--- config.mk ---
export PLATFORM = sky130hd
export DESIGN_NAME = ttl_cen_gen_flat
export DESIGN_NICKNAME = d
export VERILOG_FILES = /design/src/rtl/ttl_cen_gen_pkg.sv /design/src/rtl/ttl_cen_gen_if.sv /design/src/rtl/ttl_cen_gen_edge_strobe.sv /design/src/rtl/ttl_cen_gen.sv /design/src/flat_wrapper.sv
export SDC_FILE = /design/constraint.sdc
export NUM_CORES = 1
export LEC_CHECK = 0
export CORE_MARGIN = 2
export CORE_UTILIZATION = 59
export DETAILED_ROUTE_END_ITERATION = 7
export PLACE_DENSITY = 0.85
export SLEW_MARGIN = 20
export SYNTH_ARGS = -nofsm -noshare
export SYNTH_HDL_FRONTEND = slang
export SYNTH_SLANG_ARGS = --single-unit
--- constraint.sdc ---
create_clock -name clk -period 3.8 [get_ports clk]
set_clock_uncertainty 0.15 [all_clocks]
set_input_delay 0.38 -clock clk [delete_from_list [all_inputs] [get_ports clk]]
set_output_delay 0.38 -clock clk [all_outputs]
set_load 0.05 [all_outputs]
--- src/rtl/ttl_cen_gen_pkg.sv ---
// Shared types and width helpers for the TTL pseudo-clock generator.
package ttl_cen_gen_pkg;

   // Pause handshake states.
   typedef enum logic [1:0] {
      RUN      = 2'd0,
      STOPPING = 2'd1,
      STOPPED  = 2'd2
   } cen_state_t;

   // Accumulator sum needs one carry bit above the accumulator width.
   localparam int unsigned ACC_CARRY_BITS = 1;

   function automatic int unsigned acc_sum_w(input int unsigned w);
      return w + ACC_CARRY_BITS;
   endfunction

endpackage

--- src/rtl/ttl_cen_gen_if.sv ---
// Pseudo-clock bus between the generator (slave side) and its user (master side).
// Optional macro TTL_CEN_GEN_RESYNC_EN adds the resync request line.
//   pause_req : request to stop the pseudo-clock at low level
//   paused    : generator is stopped
//   cen_lvl / cen_rise / cen_fall : base level and its one-cycle strobes
//   div_lvl / div_rise            : divider levels and per-bit rise strobes
interface ttl_cen_gen_if #(
   parameter int unsigned DIVW = 4
) ();
   logic            pause_req;
   logic            paused;
   logic            cen_lvl;
   logic            cen_rise;
   logic            cen_fall;
   logic [DIVW-1:0] div_lvl;
   logic [DIVW-1:0] div_rise;
`ifdef TTL_CEN_GEN_RESYNC_EN
   logic            resync;
`endif

   modport master (
`ifdef TTL_CEN_GEN_RESYNC_EN
      output resync,
`endif
      output pause_req,
      input  paused, cen_lvl, cen_rise, cen_fall, div_lvl, div_rise
   );

   modport slave (
`ifdef TTL_CEN_GEN_RESYNC_EN
      input  resync,
`endif
      input  pause_req,
      output paused, cen_lvl, cen_rise, cen_fall, div_lvl, div_rise
   );
endinterface

--- src/rtl/ttl_cen_gen_edge_strobe.sv ---
// ttl_edge_strobe: registers an N-bit level and derives one-cycle rise/fall
// strobes that are aligned with the level change (strobe and new level
// appear on the same edge).
//   clk, rst  : clock, synchronous active-high reset
//   lvl_d_i   : next value of the level
//   lvl_o     : registered level
//   rise_o    : per-bit 0->1 strobe
//   fall_o    : per-bit 1->0 strobe
module ttl_edge_strobe #(
   parameter int unsigned N = 1
) (
   input  logic         clk,
   input  logic         rst,
   input  logic [N-1:0] lvl_d_i,
   output logic [N-1:0] lvl_o,
   output logic [N-1:0] rise_o,
   output logic [N-1:0] fall_o
);
   logic [N-1:0] lvl_q;
   logic [N-1:0] rise_q;
   logic [N-1:0] fall_q;

   // Strobes compare the incoming level with the currently held one.
   always_ff @(posedge clk) begin
      if (rst) begin
         lvl_q  <= '0;
         rise_q <= '0;
         fall_q <= '0;
      end else begin
         lvl_q  <= lvl_d_i;
         rise_q <= lvl_d_i & ~lvl_q;
         fall_q <= ~lvl_d_i & lvl_q;
      end
   end

   assign lvl_o  = lvl_q;
   assign rise_o = rise_q;
   assign fall_o = fall_q;
endmodule

--- src/rtl/ttl_cen_gen.sv ---
// ttl_cen_gen: fractional-rate pseudo-clock level generator with a ripple
// style divider chain and a runt-free pause handshake.
// Optional macro TTL_CEN_GEN_RESYNC_EN: a rising edge on bus.resync restarts
// the phase accumulator, levels and divider.
//   clk  : system clock
//   rst  : synchronous, active-high reset
//   bus  : ttl_cen_gen_if slave (pause handshake, levels, strobes)
module ttl_cen_gen
   import ttl_cen_gen_pkg::*;
#(
   parameter int unsigned W    = 16,
   parameter int unsigned NUM  = 1,
   parameter int unsigned DEN  = 4,
   parameter int unsigned DIVW = 4
) (
   input  logic         clk,
   input  logic         rst,
   ttl_cen_gen_if.slave bus
);
   localparam int unsigned SW = acc_sum_w(W);

   if ((64'(DEN) >= (64'(1) << (W - 1))) || (NUM < 1) || (NUM > DEN)) begin : g_param_err
      $error("ttl_cen_gen: need DEN < 2**(W-1) and 1 <= NUM <= DEN");
   end

   cen_state_t      state_q, state_d;
   logic [W-1:0]    acc_q, acc_d;
   logic [SW-1:0]   sum_c;
   logic            tick_c;
   logic            do_acc_c;
   logic            paused_q, paused_d;
   logic            cen_d;
   logic            cen_lvl;
   logic            resync_edge_c;
   logic [DIVW-1:0] div_d;
   logic [DIVW-1:0] div_lvl;
   logic [DIVW-1:0] div_fall_unused;

`ifdef TTL_CEN_GEN_RESYNC_EN
   logic resync_q;

   // Resets to 1 so a resync already high out of reset is not an edge.
   always_ff @(posedge clk) begin
      if (rst) resync_q <= 1'b1;
      else     resync_q <= bus.resync;
   end

   assign resync_edge_c = bus.resync & ~resync_q;
`else
   assign resync_edge_c = 1'b0;
`endif

   assign sum_c  = SW'(acc_q) + SW'(NUM);
   assign tick_c = (sum_c >= SW'(DEN));

   // Next-state: pause handshake, accumulator step, divider increment.
   always_comb begin
      state_d  = state_q;
      acc_d    = acc_q;
      paused_d = paused_q;
      cen_d    = cen_lvl;
      div_d    = div_lvl;
      do_acc_c = 1'b0;

      unique case (state_q)
         RUN, STOPPING: begin
            if (bus.pause_req && !cen_lvl) begin
               // Already low: stop immediately, keep the low-phase count.
               state_d  = STOPPED;
               paused_d = 1'b1;
            end else begin
               do_acc_c = 1'b1;
               if (!bus.pause_req) begin
                  state_d = RUN;
               end else if (tick_c) begin
                  // This tick is the fall of the high phase.
                  state_d  = STOPPED;
                  paused_d = 1'b1;
               end else begin
                  state_d = STOPPING;
               end
            end
         end
         STOPPED: begin
            if (!bus.pause_req) begin
               state_d  = RUN;
               paused_d = 1'b0;
            end
         end
         default: state_d = RUN;
      endcase

      if (do_acc_c) begin
         if (tick_c) begin
            acc_d = W'(sum_c - SW'(DEN));
            cen_d = ~cen_lvl;
            if (!cen_lvl) div_d = div_lvl + DIVW'(1);
         end else begin
            acc_d = W'(sum_c);
         end
      end

      if (resync_edge_c) begin
         state_d  = RUN;
         acc_d    = '0;
         paused_d = 1'b0;
         cen_d    = 1'b0;
         div_d    = '0;
      end
   end

   // State, accumulator and pause flag registers.
   always_ff @(posedge clk) begin
      if (rst) begin
         state_q  <= RUN;
         acc_q    <= '0;
         paused_q <= 1'b0;
      end else begin
         state_q  <= state_d;
         acc_q    <= acc_d;
         paused_q <= paused_d;
      end
   end

   ttl_edge_strobe #(.N(1)) u_cen_strobe (
      .clk     (clk),
      .rst     (rst),
      .lvl_d_i (cen_d),
      .lvl_o   (cen_lvl),
      .rise_o  (bus.cen_rise),
      .fall_o  (bus.cen_fall)
   );

   ttl_edge_strobe #(.N(DIVW)) u_div_strobe (
      .clk     (clk),
      .rst     (rst),
      .lvl_d_i (div_d),
      .lvl_o   (div_lvl),
      .rise_o  (bus.div_rise),
      .fall_o  (div_fall_unused)
   );

   assign bus.cen_lvl = cen_lvl;
   assign bus.div_lvl = div_lvl;
   assign bus.paused  = paused_q;
endmodule

--- src/flat_wrapper.sv ---
// flat-port wrapper written by rule: the top's interface ports become plain ports
module ttl_cen_gen_flat import ttl_cen_gen_pkg::*;
#(
   parameter int unsigned W    = 16,
   parameter int unsigned NUM  = 1,
   parameter int unsigned DEN  = 4,
   parameter int unsigned DIVW = 4
)
  (clk, rst, bus_pause_req, bus_paused, bus_cen_lvl, bus_cen_rise, bus_cen_fall, bus_div_lvl, bus_div_rise);
  ttl_cen_gen_if #(.DIVW(DIVW)) bus_i ();
  input  logic clk;
  input  logic rst;
  input wire logic [$bits(bus_i.pause_req)-1:0] bus_pause_req;
  output wire logic [$bits(bus_i.paused)-1:0] bus_paused;
  output wire logic [$bits(bus_i.cen_lvl)-1:0] bus_cen_lvl;
  output wire logic [$bits(bus_i.cen_rise)-1:0] bus_cen_rise;
  output wire logic [$bits(bus_i.cen_fall)-1:0] bus_cen_fall;
  output wire logic [$bits(bus_i.div_lvl)-1:0] bus_div_lvl;
  output wire logic [$bits(bus_i.div_rise)-1:0] bus_div_rise;
  assign bus_i.pause_req = bus_pause_req;
  assign bus_paused = bus_i.paused;
  assign bus_cen_lvl = bus_i.cen_lvl;
  assign bus_cen_rise = bus_i.cen_rise;
  assign bus_cen_fall = bus_i.cen_fall;
  assign bus_div_lvl = bus_i.div_lvl;
  assign bus_div_rise = bus_i.div_rise;
  ttl_cen_gen #(.W(W), .NUM(NUM), .DEN(DEN), .DIVW(DIVW)) u_core (.clk(clk), .rst(rst), .bus(bus_i));
endmodule
## Word level (Yosys, flattened, before mapping)

Cells that the tools add are included.
Widths: inputs -> output; s select.

- Register bits after elaboration: 30
- Output and inout port bits: 12
- Word-level logic and storage cells: 47

- Add/sub/neg operators: 3
- $lt $le $gt $ge: 1
- Equality and inequality tests: 5
- Mux-type cells: 18
- Bitwise operators: 6
- Reduce and logical (&&, ||, !) cells: 6

Operators with widths:

| kind | number |
|---|---|
| $add 16x1->17 const B | 1 |
| $ge 17x3->1 const B | 1 |
| $mux 16 | 1 |
| $sub 16x3->16 const B | 1 |
| $mux 4 | 3 |
| $mux 1 | 8 |
| $mux 2 | 4 |
| $add 4x1->4 const B | 1 |
| $and 4x4->4 | 1 |
| $not 4->4 | 1 |
| $pmux 2 s2 | 1 |
| $reduce_and 4->1 | 1 |
| $ne 3x1->1 const B | 1 |
| $ne 3x2->1 const B | 1 |
| $and 1x1->1 | 2 |
| $eq 2x1->1 const B | 1 |
| $eq 2x2->1 const B | 1 |
| $logic_not 2->1 | 1 |
| $ne 2x2->1 const B | 1 |
| $not 1->1 | 2 |
| $pmux 1 s2 | 1 |
| $reduce_bool 2->1 | 1 |
| $reduce_or 2->1 | 1 |
| $logic_and 1x1->1 | 1 |
| $logic_not 1->1 | 1 |

## Logic depth before layout (Yosys ltp)

- Word-level depth: 7
- Depth in mapped cells: 12
- Gate-level depth less buffers: 9

## Modules after synthesis

A second synthesis with hierarchy kept.

- Cells, all modules: 246
- Area, all modules: 2,124.5 um^2

By module, submodules not included:

| module | times used | cells an instance | area an instance (um^2) | sequential area each (um^2) |
|---|---|---|---|---|
| ttl_cen_gen | 1 | 215 | 1,655.3 | 380.4 |
| ttl_edge_strobe (u_core.u_div_strobe) | 1 | 25 | 377.9 | 240.2 |
| ttl_edge_strobe (u_core.u_cen_strobe) | 1 | 6 | 91.3 | 60.1 |

## Worst setup path after synthesis

No wires, ideal clock.

- Path kind: register -> register
- From: register u_core.acc_q[2]
- To: register u_core.acc_q[4]
- Setup time: 123 ps
- Data arrival time: 2,596 ps
- Required time: 3,527 ps
- Slack: 931 ps
- Cell stages (with the launch flop): 12
- Buffers on the path: 2
- Period minus slack after synthesis: 2,869 ps
- Cells stage by stage: dfxtp_1 > buf_2 > nand3_2 > xor2_1 > ha_1 > o41ai_1 > nand2_1 > a2111o_1 > buf_6 > a21o_1 > a21oi_1 > mux2_1

- Cells in the longest elaborated chain, start to end: 3
- Elaborated cells between the ends (all ways): 4
- Classes of those cells: 2 x add/sub; 1 x order compare; 1 x mux

RTL lines:

| item | line | text |
|---|---|---|
| from (decl) | ttl_cen_gen.sv:27 | `logic [W-1:0] acc_q, acc_d;` |
| from (signal assigned) | ttl_cen_gen.sv:116 | `acc_q <= '0;` |
| from (signal assigned) | ttl_cen_gen.sv:120 | `acc_q <= acc_d;` |
| $add 16x1->17 * | ttl_cen_gen.sv:53 | `assign sum_c = SW'(acc_q) + SW'(NUM);` |
| $sub 16x3->16 or $ge 17x3->1 (tied branches) | ttl_cen_gen.sv:95, ttl_cen_gen.sv:54 |  |
| $mux 16 * | ttl_cen_gen.sv:94 | `if (tick_c) begin` |

Every way passes the cells marked *; elsewhere a longest branch is shown, timed or not.
A chain may end at the register's enable or synchronous reset.

## Final worst setup path

- From: register u_core.acc_q[0]
- To: register u_core.acc_q[10]

Same word-level chain as after synthesis.

==> metrics.md <==
| Metric | Value |
|---|---|
| Status | `completed` |
| Die ar. | `a little over 4000 sq um` |
| Setup violations, final | `0` |
| Slew headroom | `0.558` |
| Mean Syn Cell Area | `8.26 sq um` |
| Fillers | `around 290` |
| IO Count | `15` |
| Hold_buf cts | `0` |
| RSZ-0062 raised after global routing | `false` |
| Wirelength, routed | `4.64 mm` |
| Clock power frac | `0.115` |
| FF+latch area | `601 sq um` |
| Leading cell type in the layout, fill and taps excluded | `dfxtp_1` |
| Area grow syn2layout | `6.81%` |
| GR Overflow Total | `0` |
| Worst-path clk slew | `0.10 ns` |
| # rows | `21` |
| Comb pwr share | `0.558` |
| TritonCTS clock tree | `done` |
| Post-synth EDFFs | `0` |
| Clk_lat worst skew | `between 0.3 and 0.4 ns` |
| Clk buf depth | `2` |
| CP Max Fanout | `15` |
| Fmax | `0.287 GHz` |
| Largest net degree at the start of global routing | `24` |
| Dpl cells | `301` |
| Final Non-Filler Cells | `309` |
| Htree depth | `2` |
| Area of the core | `~3400 sq um` |
| Sw Ratio | `0.490` |
| CP Capture Type | `flop` |
| HPWL after DPL | `3.27 mm` |
| Die height | `64.3 um` |
| ANT cells | `0` |
| Hold Path Class | `reg2reg` |
| Worst-Margin Slew | `0.655 ns` |
| Async set-reset flop share out of synthesis | `0` |
| First-pass GRT wire length | `7.86 mm` |
| Internal power | `~0.93 mW` |
| Initial antenna violation count | `0` |
| CTS Sinks | `30` |
| Critical Path RT | `3.89 ns` |
| DR vias | `1933` |
| Fin crit period | `between 3 and 4 ns` |
| Number of synthesized register bits | `30` |
| Ys flop type | `dfxtp_1` |
| Lkg Pwr | `0.854 nW` |
| Placed Area | `2230 sq um` |
| Die width | `64.3 um` |
| CP Class | `reg2reg` |
| Final hold violations | `0` |
| Final nets | `269` |
| Final Cycle Share | `0.918` |
| Number of gates resized after CTS | `0` |
| VDD IR-drop max | `415 uV` |
| Initial Util | `0.629` |
| Area of the multi-input gates | `1380 sq um` |
| ANT nets after route | `0` |
| CP Data Arrival Time | `3.57 ns` |
| Sequential area share after synthesis | `0.280` |
| Drt first-iter violations | `271` |
| Layout cell share with drive strength beyond 1 | `0.103` |
| Setup TNS | `0 ns` |
| PortBufs | `14` |
| Slew Limit Fails | `0` |
| Avg WL per Cell | `15.0 um` |
| Vias in the first global route | `1733` |
| Gp weighted congestion | `0.964` |
| TritonCTS Buffers | `5` |
| Synth Instances | `260` |
| Synth cell types | `66` |
| Flop pwr share | `0.327` |
| Post-CTS Setup Bufs | `0` |
| Post-synth net total | `267` |
| Aggregate global-route resource usage | `0.240` |
| Mapped Area | `2150 sq um` |
| Drt drc | `0` |
| CTS root buf | `clkbuf_4` |
| Most frequent cells in the layout | `30 x dfxtp_1, 19 x nor2_1, 18 x a21oi_1, 17 x nand2_1, 16 x nand3_1` |
| Final Cell Area | `2290 sq um` |
| Psw | `roughly 0.89 mW` |
| Max_cap viols | `0` |
| DRT Pass-1 Iters | `4` |
| Ys Warns | `0` |
| Via density per instance | `6.26` |
| Power per cell area | `791 nW/um^2` |
| CP startpoint kind | `flop` |
## routing by layer
| metal | up-vias | GRT usage | part of all wire |
|---|---|---|---|
| met4 | 0 | 0.0931 | 0.028 |
| met5 | - | 0 | 0 |
| li1 | 957 | - | - |
| met1 | 895 | 0.324 | 0.45 |
| met3 | 18 | 0.0599 | 0.057 |
| met2 | 63 | 0.367 | 0.46 |
## cells in the mapped netlist, types with 2 or more instances
master,number,area share
nand3_2,2,0.0093
mux2_1,5,0.026
nor4_1,5,0.015
ha_1,4,0.023
and4_1,3,0.012
dfxtp_1,30,0.28
and3_1,4,0.012
nand3_1,16,0.037
or2_2,2,0.0058
clkbuf_1,7,0.012
nor2b_1,6,0.017
buf_2,7,0.016
a21o_1,3,0.010
nor3_1,9,0.021
or3_1,7,0.020
o21ai_0,9,0.021
nand2_1,17,0.030
xor2_1,6,0.024
xnor2_1,7,0.029
mux2i_1,6,0.028
nand2b_1,4,0.012
buf_6,6,0.031
nand4_1,8,0.023
a21oi_1,18,0.042
inv_1,7,0.012
nor4b_1,2,0.0082
and3b_1,2,0.0082
o21bai_1,2,0.0070
nor2_1,19,0.033
## flip-flops by register name, indices dropped and copies added, names as in the netlist
| name | cells |
|---|---|
| u_core.bus.paused | 1 |
| u_core.u_cen_strobe.fall_o | 1 |
| u_core.u_div_strobe.rise_o | 4 |
| u_core.u_cen_strobe.rise_o | 1 |
| u_core.u_cen_strobe.lvl_o | 1 |
| u_core.u_div_strobe.lvl_o | 4 |
| u_core.acc_q | 16 |
| u_core.state_q | 2 |
## power by group through the flow
| stage | Clock [mW] | Combinational (mW) | Sequential [mW] |
|---|---|---|---|
| 2_1_floorplan | 0 | 0.894 | 0.539 |
| 3_3_place_gp | 0 | 0.980 | 0.585 |
| 3_5_place_dp | 0 | 1.00 | 0.594 |
| 4_1_cts | 0.212 | 1.01 | 0.586 |
| 5_1_grt | 0.228 | 1.11 | 0.613 |
| 6_report | 0.209 | 1.01 | 0.593 |
## final timing paths
| path | end | depth (start not counted) | slack [ns] | start |
|---|---|---|---|---|
| max | u_core.acc_q[10]$_SDFFE_PP0P_ | 8 | 0.31 | u_core.acc_q[0]$_SDFFE_PP0P_ |
| min | u_core.u_cen_strobe.lvl_o$_SDFF_PP0_ | 2 | 0.32 | u_core.u_cen_strobe.lvl_o$_SDFF_PP0_ |
| max reg2reg | u_core.acc_q[10]$_SDFFE_PP0P_ | 8 | 0.31 | u_core.acc_q[0]$_SDFFE_PP0P_ |
| min reg2reg | u_core.u_cen_strobe.lvl_o$_SDFF_PP0_ | 2 | 0.32 | u_core.u_cen_strobe.lvl_o$_SDFF_PP0_ |
## through the flow
| stage | power, mW | hold WS, ns | util | setup slack [ns] |
|---|---|---|---|---|
| finish | 1.82 | 0.324 | 0.672 | 0.313 |
| global route | 1.95 | 0.353 | 0.672 | 0.160 |
| CTS | 1.80 | 0.327 | 0.672 | 0.374 |
| detailed placement | 1.59 | 0.311 | 0.653 | 0.366 |
| global placement | 1.57 | 0.318 | 0.653 | 0.511 |
| floorplan | 1.43 | 0.349 | - | 0.931 |
## area by class of cell
type | instances | share of cell area
Sequential cell | 30 | 0.262
Timing Repair Buffer | 18 | 0.0742
Clock inverter | 2 | 0.00545
Multi-Input combinational cell | 200 | 0.600
Inverter | 7 | 0.0115
Clock buffer | 6 | 0.0224
Tap cell | 46 | 0.0251
## critical path: stages (launching register included)
cell	delay, ns
dfxtp_1	0.54
ha_1	0.45
nand4_4	0.16
nor3_2	0.36
mux2i_1	0.37
a2111o_1	0.48
nor2b_1	0.32
mux2i_1	0.24
mux2_1	0.33
## logic make-up (layout without fill, tap and decap cells)
group / Yosys count / after routing / synth area share
simple gates: 116 / 116 / 0.318
compound gates: 55 / 55 / 0.185
flops: 30 / 30 / 0.280
buf+inv: 30 / 33 / 0.0798
xor+xnor: 13 / 13 / 0.0530
mux: 12 / 12 / 0.0612
fa+ha+maj: 4 / 4 / 0.0233
No activity file was read; power rests on OpenSTA's default activity.
